[src/rtl/vend_purchase_ctrl.sv]
// ============================================================================
// Module   : vend_purchase_ctrl
// Purpose  : Purchase/payment controller for the vending machine. Latches the
//            requested channel and its price, checks stock, accumulates
//            coins, then dispenses with change or refunds on cancel. Owns
//            the stock counters of all 8 channels.
// Options  : VEND_TIMEOUT_EN - when defined, an idle PAY state refunds after
//            TIMEOUT_CYC cycles without a coin.
// Revision : 1.0 - initial release
// ============================================================================
`default_nettype none

module vend_purchase_ctrl #(
  parameter int unsigned PRICE_BASE  = 3,
  parameter int unsigned PRICE_STEP  = 2,
  parameter int unsigned STOCK_W     = 4,
  parameter int unsigned STOCK_INIT  = 4,
  parameter int unsigned TIMEOUT_CYC = 1000
) (
  input  logic               clk,
  input  logic               rst,
  input  logic [2:0]         buy_number,
  input  logic               buy_req,
  input  logic [1:0]         coin_in,
  input  logic               cancel,
  input  logic               restock,
  output logic [1:0]         state,
  output logic [2:0]         sel_channel,
  output logic [7:0]         price,
  output logic [7:0]         paid,
  output logic [7:0]         change,
  output logic               dispense,
  output logic               done,
  output logic               sold_out,
  output logic [STOCK_W-1:0] stock_out
);

  typedef enum logic [1:0] {
    S_IDLE     = 2'd0,
    S_PAY      = 2'd1,
    S_DISPENSE = 2'd2,
    S_REFUND   = 2'd3
  } state_e;

  state_e             state_q;
  logic [2:0]         sel_q;
  logic [7:0]         price_q;
  logic [7:0]         paid_q;
  logic [7:0]         change_q;
  logic               sold_q;
  logic               disp_q;
  logic               done_q;
  logic [STOCK_W-1:0] stock_q [8];

  logic [7:0]         coin_val;
  logic [8:0]         paid_sum;
  logic [7:0]         paid_d;
  logic [7:0]         req_price;
  logic               avail;
  logic               timeout;

  // Coin decode and saturating running total of the payment
  always_comb begin
    coin_val = 8'd0;
    case (coin_in)
      2'b01:   coin_val = 8'd1;
      2'b10:   coin_val = 8'd5;
      2'b11:   coin_val = 8'd10;
      default: coin_val = 8'd0;
    endcase
    paid_sum = {1'b0, paid_q} + {1'b0, coin_val};
    paid_d   = paid_sum[8] ? 8'hFF : paid_sum[7:0];
  end

  assign req_price = 8'(PRICE_BASE) + 8'(buy_number) * 8'(PRICE_STEP);

  // A restock in the same cycle is applied before the request is judged
  assign avail     = restock ? (STOCK_INIT != 0) : (stock_q[buy_number] != '0);
  assign stock_out = stock_q[buy_number];

`ifdef VEND_TIMEOUT_EN
  localparam int TO_W = (TIMEOUT_CYC > 2) ? $clog2(TIMEOUT_CYC) : 1;
  logic [TO_W-1:0] to_cnt_q;

  // Idle-payment counter: zero outside PAY and restarted by every coin
  always_ff @(posedge clk) begin
    if (rst) begin
      to_cnt_q <= '0;
    end else if (state_q != S_PAY || coin_in != 2'b00) begin
      to_cnt_q <= '0;
    end else begin
      to_cnt_q <= to_cnt_q + 1'b1;
    end
  end

  assign timeout = (state_q == S_PAY) && (coin_in == 2'b00) &&
                   (to_cnt_q == TO_W'(TIMEOUT_CYC - 1));
`else
  logic unused_timeout;
  assign unused_timeout = (TIMEOUT_CYC != 0);
  assign timeout        = 1'b0;
`endif

  // Transaction FSM with its datapath registers and stock counters
  always_ff @(posedge clk) begin
    if (rst) begin
      state_q  <= S_IDLE;
      sel_q    <= '0;
      price_q  <= '0;
      paid_q   <= '0;
      change_q <= '0;
      sold_q   <= 1'b0;
      disp_q   <= 1'b0;
      done_q   <= 1'b0;
      for (int i = 0; i < 8; i++) begin
        stock_q[i] <= STOCK_W'(STOCK_INIT);
      end
    end else begin
      sold_q <= 1'b0;
      disp_q <= 1'b0;
      done_q <= 1'b0;
      case (state_q)
        S_IDLE: begin
          if (restock) begin
            for (int i = 0; i < 8; i++) begin
              stock_q[i] <= STOCK_W'(STOCK_INIT);
            end
          end
          if (buy_req) begin
            if (avail) begin
              state_q <= S_PAY;
              sel_q   <= buy_number;
              price_q <= req_price;
              paid_q  <= '0;
            end else begin
              sold_q  <= 1'b1;
            end
          end
        end
        S_PAY: begin
          // Coin of this cycle is always counted, even alongside cancel
          paid_q <= paid_d;
          if (cancel || timeout) begin
            state_q <= S_REFUND;
            done_q  <= 1'b1;
          end else if (paid_d >= price_q) begin
            state_q <= S_DISPENSE;
            disp_q  <= 1'b1;
            done_q  <= 1'b1;
          end
        end
        S_DISPENSE: begin
          change_q       <= paid_q - price_q;
          stock_q[sel_q] <= stock_q[sel_q] - 1'b1;
          state_q        <= S_IDLE;
        end
        S_REFUND: begin
          change_q <= paid_q;
          state_q  <= S_IDLE;
        end
        default: begin
          state_q <= S_IDLE;
        end
      endcase
    end
  end

  assign state       = state_q;
  assign sel_channel = sel_q;
  assign price       = price_q;
  assign paid        = paid_q;
  assign change      = change_q;
  assign dispense    = disp_q;
  assign done        = done_q;
  assign sold_out    = sold_q;

endmodule

`default_nettype wire

[config.mk]
export PLATFORM = sky130hd
export DESIGN_NAME = vend_purchase_ctrl
export DESIGN_NICKNAME = d
export VERILOG_FILES = /design/src/rtl/vend_purchase_ctrl.sv
export SDC_FILE = /design/constraint.sdc
export NUM_CORES = 1
export LEC_CHECK = 0
export BUFFER_PORTS_ARGS = -buffer_cell sky130_fd_sc_hd__buf_4
export CAP_MARGIN = 10
export CORE_ASPECT_RATIO = 0.9
export CORE_MARGIN = 2
export CORE_UTILIZATION = 55
export CTS_BUF_LIST = sky130_fd_sc_hd__clkbuf_16
export DETAILED_ROUTE_END_ITERATION = 10
export PLACE_DENSITY = 0.8
export SLEW_MARGIN = 40
export SYNTH_ARGS = -nofsm -noshare
export SYNTH_HDL_FRONTEND = slang
export SYNTH_SLANG_ARGS = --single-unit
[constraint.sdc]
create_clock -name clk -period 4.3 [get_ports clk]
set_clock_uncertainty 0.15 [all_clocks]
set_input_delay 0.43 -clock clk [delete_from_list [all_inputs] [get_ports clk]]
set_output_delay 0.43 -clock clk [all_outputs]
set_load 0.005 [all_outputs]
# Word-level counts from Yosys, hierarchy flattened

Memories as Yosys holds them, arrays and structs flattened. A register that Yosys moved wholly into a read port is not among the register bits.
Index checks and enable logic that the tools add are counted.

Word-level logic and storage cells: 83
Memory bits (writable): 32
Input port bits: 10
Bits in registers: 32
Memories kept: 1
Output and inout bits: 36

Memory list:

| name    | depth | width | rd ports | clocked after Yosys merged registers in | write ports | RTL line | RTL |
|---|---|---|---|---|---|---|---|
| stock_q | 8     | 4     | 2        | 1                                       | 8           | 53       | `logic [STOCK_W-1:0] stock_q [8];` |

Eq/ne operators: 9
Reductions and logical operators: 12
Order comparisons: 1
$add $sub $neg: 4
Muxes and demuxes: 37
Bitwise operators: 11

Operator list:

| kind                                                                | count |
|---|---|
| 4-bit 2-to-1 mux                                                    | 9 |
| 8-bit case mux with 2 select lines                                  | 2 |
| 8-bit 2-to-1 mux                                                    | 3 |
| 1-bit 2-to-1 mux                                                    | 14 |
| 4-bit case mux with 3 select lines                                  | 1 |
| 8-bit by 8-bit adder with 9-bit output                              | 1 |
| 3-bit 2-to-1 mux                                                    | 3 |
| 3-bit AND reduction                                                 | 3 |
| 2-bit == test (second input constant)                               | 4 |
| 8-bit >= comparator                                                 | 1 |
| 2-bit 2-to-1 mux                                                    | 4 |
| 1-bit bitwise OR                                                    | 8 |
| 8-bit subtractor                                                    | 1 |
| 2-bit case mux with 3 select lines                                  | 1 |
| 3-bit OR reduction                                                  | 2 |
| 2-bit by 4-bit adder with 5-bit output (first input constant)       | 1 |
| 2-bit by 1-bit == test with 1-bit output (second input constant)    | 2 |
| 2-bit != test (second input constant)                               | 2 |
| 2-bit nonzero test                                                  | 2 |
| 4-bit nonzero test                                                  | 1 |
| 2-bit OR reduction                                                  | 2 |
| 4-bit OR reduction                                                  | 1 |
| 4-bit by 1-bit subtractor with 4-bit output (second input constant) | 1 |
| 3-bit != test (second input constant)                               | 1 |
| 2 further kinds                                                     | 4 |

# Depth between registers and ports, before layout

Gate-level depths: netlist of run 1.

Word-level depth: 8
Depth in mapped cells: 17
Gate-level depth less buffers: 17

# Least setup slack after synthesis of run 1

No wires, ideal clock.

Path type: input port to flip-flop
Start: input port coin_in[0]
End: register done_q (netlist: done)
Slack: 753 ps
Stages: 17
Data arrival time: 3260 ps
Required time: 4013 ps
Path buffers: 0
Library setup time: 137 ps
Cells stage by stage: inv_1 ha_1 inv_1 ha_1 ha_1 a21o_1 a21oi_1 o21ai_1 and3_1 nor2_1 inv_1 ha_1 a21boi_0 o21ai_0 a21oi_1 nor4_1 a21oi_1

Word-level cells in the longest chain between the ends: 7
Elaborated cells on any way between the ends: 9
Classes of those cells: add/sub (1); order compare (1); eq/ne (3); mux (4)

RTL lines:

| element                                                                          | RTL line | RTL |
|---|---|---|
| from (decl)                                                                      | 24       | `input logic [1:0] coin_in,` |
| 2-bit == test / 2-bit by 1-bit == test with 1-bit output (equally long branches) | 65       | `case (coin_in)` |
| 4-bit case mux with 3 select lines (*)                                           | 65       |  |
| 8-bit by 8-bit adder with 9-bit output (*)                                       | 71       | `paid_sum = {1'b0, paid_q} + {1'b0, coin_val};` |
| 8-bit 2-to-1 mux (*)                                                             | 72       | `paid_d = paid_sum[8] ? 8'hFF : paid_sum[7:0];` |
| 8-bit >= comparator (*)                                                          | 146      | `end else if (paid_d >= price_q) begin` |
| 1-bit 2-to-1 mux (*)                                                             | 146      |  |
| 1-bit 2-to-1 mux (*)                                                             | 143      | `if (cancel \|\| timeout) begin` |
| to (signal assigned)                                                             | 114      | `done_q <= 1'b0;` |
| to (signal assigned)                                                             | 145      | `done_q <= 1'b1;` |
| to (signal assigned)                                                             | 149      | `done_q <= 1'b1;` |
| to (decl)                                                                        | 52       | `logic done_q;` |

Mark *: on every way between the ends. The rest lies on a longest branch, timed or not.
A chain may end at the register's enable or synchronous reset.

# Final worst setup path of run 1

Start: input port coin_in[0]
End: register state_q[1] (netlist: state[1])

Word-level cells in the longest chain between the ends: 7
Elaborated cells on any way between the ends: 9
Classes of those cells: add/sub (1); order compare (1); eq/ne (4); mux (2); reduce/logical (1)

RTL lines:

| element                                                                          | RTL line | RTL |
|---|---|---|
| 2-bit == test / 2-bit by 1-bit == test with 1-bit output (equally long branches) | 65       |  |
| 4-bit case mux with 3 select lines (*)                                           | 65       |  |
| 8-bit by 8-bit adder with 9-bit output (*)                                       | 71       |  |
| 8-bit 2-to-1 mux (*)                                                             | 72       |  |
| 8-bit >= comparator (*)                                                          | 146      |  |
| 3-bit != test (no source line) (*)                                               | --       |  |
| 3-bit AND reduction (no source line) (*)                                         | --       |  |
| to (signal assigned)                                                             | 144      | `state_q <= S_REFUND;` |
| to (signal assigned)                                                             | 147      | `state_q <= S_DISPENSE;` |
| to (signal assigned)                                                             | 155      | `state_q <= S_IDLE;` |
| to (decl)                                                                        | 45       | `state_e state_q;` |

Marked as above.

==> results of run 1 <==
==> stage by stage <==
stage,instance area (µm²),hold slack (ns),std cells,power (mW)
after global placement,4250,0.330,501,1.07
after floorplan,3950,0.324,391,0.971
after global routing,4550,0.132,517,1.87
final,4550,0.143,517,1.80
after detailed placement,4250,0.351,501,1.08
after CTS,4550,0.135,517,1.80
==> cell type report <==
class	instances	area share
sequential	64	0.352
inverter	21	0.0173
tap	93	0.0256
timing repair buffer	43	0.0709
clock inverter	7	0.0157
clock buffer	9	0.0495
multi-input combinational	280	0.469
==> layout by cell type, fill, tap and decap left out, types with 4 or more instances in the layout <==
master and count:
ha_1 18, or3_1 4, a21oi_1 14, nand3_1 13, nand2b_1 6, xnor2_1 4
buf_4 43, edfxtp_1 32, xor2_1 5, nor2b_1 6, mux4_2 9, nand2_1 34
a211oi_1 5, mux2_2 5, o21ai_0 12, clkbuf_16 9, dfxtp_1 31, nor3_1 7
mux2i_1 9, mux4_1 7, nor2_1 55, o21a_1 5, inv_1 21
==> power by group through the flow <==
stage / Sequential, mW / Clock, mW / Combinational, mW
floorplan: 0.718 / 0 / 0.253
global placement: 0.747 / 0 / 0.326
detailed placement: 0.749 / 0 / 0.335
CTS: 0.737 / 0.721 / 0.342
global route: 0.744 / 0.751 / 0.376
finish: 0.738 / 0.717 / 0.346
==> worst paths after layout <==
| path | from | endpoint |
|---|---|---|
| hold / removal | cancel | dispense$_SDFF_PP0_ |
| setup / recovery | coin_in[0] | state[1]$_SDFFE_PP0P_ |
| hold reg to reg | change[7]$_SDFFE_PP0N_ | change[7]$_SDFFE_PP0N_ |
| setup reg to reg | paid[1]$_SDFFE_PP0P_ | state[1]$_SDFFE_PP0P_ |
==> flip-flops by register name, indices dropped and copies added, names as in the netlist, named ones only <==
name,cells
change,8
sold_out,1
state,2
done,1
stock_q,32
price,5
sel_channel,3
paid,8
dispense,1
==> kinds of logic after synthesis <==
logic type	Yosys count	synth area share
flops	64	0.406
simple gates	143	0.172
xor+xnor	9	0.0200
other cells	1	0.000952
mux	31	0.139
fa+ha+maj	19	0.0622
buf+inv	47	0.0540
compound gates	75	0.145
==> routing by layer <==
metal	routed length (µm)	track usage	share of wire
met3	948	0.0808	0.098
met5	0	0	0
met2	4390	0.381	0.45
met1	4260	0.377	0.44
met4	106	0.0682	0.011
==> run metrics, run 1 <==
Sw Pwr 517 µW; Wirelength per Cell between 15 and 20 µm; WP buf/inv 4; share of post-route cells with drive strength above 1 0.198; Pwr Density 396 mW/mm²; post-synth cell types 68; Seq cells post-synth 64; PortBufs 42; clock buffer count from CTS 9; Top Ports 46; top cell type's share of synthesized area 0.244; CP most frequent cell ha_1; largest net degree at the start of global routing 26; Worst setup EP type flop; Slew HR 0.520; status finished clean; Die H 84.3 µm; internal power 1.28 mW; Final nets 448; Synth top cells by count nor2_1, nand2_1, dfxtp_1, edfxtp_1, inv_1; Vias 3,308; Post-synth EDFFs 32; final HPWL from detailed placement between 6000 and 7000 µm; routability congestion estimate 0.926; area growth from synthesis to layout 15.5%; antenna cell count 0; critical path depth 18; initial core utilization 0.563; switching part of the total 0.287; Die W between 90 and 100 µm; R2R cell count 14; post_cts resized 0; Post-CTS Hold Buffers 0; Cell Chain, Critical Path buf_4, inv_1, ha_1, inv_1, ha_1, ha_1, a21o_1, a21oi_1, o21ai_1, and3_1, nor2_1, inv_1, ha_1, a21boi_0, o21ai_0, a21oi_1, nor4_1, a21oi_1; Ys Warns 0; Initial DRT Pass Iterations 5; Root Driver clkbuf_16; slowest library cell on the worst path nor4_1; Arr. time, crit path 3.87 ns; fillers 538; Place WS approximately 0.25 ns; via/cell ratio 6.40; RSZ-0062 raised after global routing no; Reg2Reg Setup Slack 0.54 ns; Seq pwr share 0.410; register area 0.00160 mm²; maximum vdd drop between 0.2 and 0.3 mV; Worst Path Required 4.34 ns; CORE AREA 0.00700 mm²; Tot GR Track Use 0.260; die area 0.00786 mm²; overall routed net length 9700 µm; clock sink total 64; CTS tree built; htree depth 3; setup_tns 0 ns; fmax 261 MHz; crit-path max FO 5; HP Class primary input to flop; Leak Pwr 1.78 nW; vias in the first global route 3,116; period utilization 0.892; sequential fraction of the synthesis area 0.406; Starting DRT DRC Count 337; Mean Syn Cell Area 10.1 µm²; Yosys top cell by area edfxtp_1; first-pass GRT wire length approximately 16,000 µm; Max Cap Viol 0; post-CTS setup buffers 0; Critical Path Source Type primary input; delay-heaviest family, CP compound AO/OA/AOI/OAI gates; hold path cells 2; Crit path largest cell delay 0.57 ns; main flop type after synthesis edfxtp_1; Hold Fails Final Rpt 0; Slew Limit Fails 0; Antenna Nets Post-Route 0; WS Path Type primary input to flop; combinational power share 0.192; total grt overflow 0; synthesized cell area 0.00394 mm²; Clock power frac 0.398; Final Util 0.650; drc violations 0; clock slew at reported path FFs 0.05 ns; Multi-input gate area 0.00213 mm²; latest clock arrival within the worst-skew pair 0.33 ns; Row Count 29; synth top area cells edfxtp_1, dfxtp_1, ha_1; initial antenna violation count 0; slew at the pin closest to its max-slew limit 0.721 ns; clk buf depth 2; final setup fails 0; Tmin final 3.84 ns; final worst slack 0.465 ns; Mapped Cells 389; Synth async-reset ratio 0; most frequent cell after synthesis nor2_1
(Power assumes the default switching activity.)
==> run 2, diff against run 1 <==
CTS_BUF_LIST = unset   (was sky130_fd_sc_hd__clkbuf_16)
==> run 2 against run 1 <==
Critical path depth is the same. Die area unchanged. Critical endpoint unchanged. Register-to-register slack improved by 0.06 ns. Cell count stayed put. Worst hold slack worse by 0.027 ns. Combinational power down 1%. Clock power fell by 28%.
==> run metrics, run 2 (synthesis results as in run 1) <==
first-pass GRT wire length 15,600 µm (-2.2%); internal power 1.10 mW (-14%); antenna cell count 0 (unchanged); status finished clean; htree depth 3 (unchanged); commonest non-fill, non-tap cell in the layout nor2_1; Tot GR Track Use 0.252 (-0.00731); RSZ-0062 raised after global routing no; die area 0.00786 mm² (unchanged); period utilization 0.872 (-0.0203); Die H 84.3 µm (unchanged); Slew HR 0.520 (about the same); clock sink total 64 (unchanged); WS Path Type primary input to flop; Final nets 448 (unchanged); switching part of the total 0.309 (+0.0223); post-CTS setup buffers 0 (unchanged); Vias 3,274 (-1.0%); most frequent cells in the layout nor2_1, buf_4, nand2_1, edfxtp_1, dfxtp_1; Wirelength per Cell 18.3 µm (-2.3%); crit-path max FO 5 (unchanged); final HPWL from detailed placement 6870 µm (unchanged); Critical Path Source Type primary input; Seq pwr share 0.462 (+0.052); initial antenna violation count 0 (unchanged); initial core utilization 0.563 (unchanged); overall routed net length 9480 µm (-2.3%); via/cell ratio 6.33 (-1.0%); routability congestion estimate 0.926 (unchanged); Arr. time, crit path 3.81 ns (-0.06 ns); Slew Limit Fails 0 (unchanged); maximum vdd drop 0.214 mV (-25%); fillers 560 (+4.1%); Largest register FFs 32 (unchanged); Worst Path Required 4.36 ns (+0.02 ns); HP Class primary input to flop; Clock power frac 0.324 (-0.074); total grt overflow 0 (unchanged); clock slew at reported path FFs 0.07 ns (+0.02 ns); vias in the first global route 3,085 (-0.99%); clk buf depth 2 (unchanged); fmax 267 MHz (+2.3%); Starting DRT DRC Count 287 (-15%); Leak Pwr 1.74 nW (-2.6%); slew at the pin closest to its max-slew limit 0.720 ns (-0.000226 ns); latest clock arrival within the worst-skew pair 0.35 ns (+0.02 ns); Sw Pwr 494 µW (-4.5%); PortBufs 42 (unchanged); largest register by flop count stock_q; Post-CTS Hold Buffers 0 (unchanged); Final Util 0.635 (-0.0145); Max Cap Viol 0 (unchanged); Root Driver clkbuf_8; final setup fails 0 (unchanged); largest net degree at the start of global routing 26 (unchanged); post_cts resized 0 (unchanged); Hold Slack 0.116 ns (-0.0271 ns); Worst setup EP type flop; combinational power share 0.215 (+0.023); CORE AREA 0.00700 mm² (unchanged); Die W 93.2 µm (unchanged); Pwr Density 359 mW/mm² (-9.4%); setup_tns 0 ns (unchanged); Top Ports 46 (unchanged); CTS tree built; Initial DRT Pass Iterations 5 (unchanged); Row Count 29 (unchanged); share of post-route cells with drive strength above 1 0.198 (unchanged); drc violations 0 (unchanged); Hold Fails Final Rpt 0 (unchanged); Antenna Nets Post-Route 0 (unchanged); Tmin final 3.75 ns (-0.0871 ns); clock buffer count from CTS 9 (unchanged); area growth from synthesis to layout 12.9%
run 2: cell counts in the layout (fill, tap and decap cells not counted):
Identical to the previous run, type by type.
run 2: final timing paths:
| kind | end | depth (start not counted) | slack, ns | startpoint |
|---|---|---|---|---|
| max | state[1]$_SDFFE_PP0P_ | 18 | 0.55 | coin_in[0] |
| max reg2reg | state[1]$_SDFFE_PP0P_ | 14 | 0.60 | paid[1]$_SDFFE_PP0P_ |
| min | dispense$_SDFF_PP0_ | 2 | 0.12 | cancel |
| min reg2reg | change[7]$_SDFFE_PP0N_ | 2 | 0.36 | change[7]$_SDFFE_PP0N_ |
run 2: metrics by stage:
| stage | area (µm²) | cells | setup WS (ns) | total power, mW |
|---|---|---|---|---|
| after global placement | 4250 | 501 | 0.438 | 1.07 |
| after CTS | 4450 | 517 | 0.603 | 1.59 |
| after floorplan | 3950 | 391 | 0.753 | 0.971 |
| after detailed placement | 4250 | 501 | 0.251 | 1.08 |
| after global routing | 4450 | 517 | 0.140 | 1.66 |
| final | 4450 | 517 | 0.552 | 1.60 |
run 2: power groups by stage:
stage	clock network (mW)	registers (mW)	logic, mW
2_1_floorplan	0	0.718	0.253
3_3_place_gp	0	0.747	0.326
3_5_place_dp	0	0.749	0.335
4_1_cts	0.516	0.736	0.339
5_1_grt	0.544	0.742	0.376
6_report	0.517	0.737	0.342
run 2: cell type report:
class | instances | area [µm²] | share of cell area
Clock buffer | 9 | 124 | 0.0278
Clock inverter | 7 | 71.3 | 0.0160
Inverter | 21 | 78.8 | 0.0177
Multi-Input combinational cell | 280 | 2130 | 0.479
Sequential cell | 64 | 1600 | 0.360
Tap cell | 93 | 116 | 0.0262
Timing Repair Buffer | 43 | 323 | 0.0726
run 2: layer usage:
metal	routed length (µm)	track usage	part of all wire
met5	0	0	0
met3	1010	0.0790	0.11
met1	4210	0.372	0.44
met2	4140	0.365	0.44
met4	118	0.0642	0.012
run 2: critical path: stages:
cell	delay (ns)
buf_4	0.09
inv_1	0.04
ha_1	0.26
inv_1	0.04
ha_1	0.23
ha_1	0.22
a21o_1	0.18
a21oi_1	0.33
o21ai_1	0.19
and3_1	0.25
nor2_1	0.17
inv_1	0.06
ha_1	0.26
a21boi_0	0.12
o21ai_0	0.15
a21oi_1	0.09
nor4_1	0.56
a21oi_1	0.14
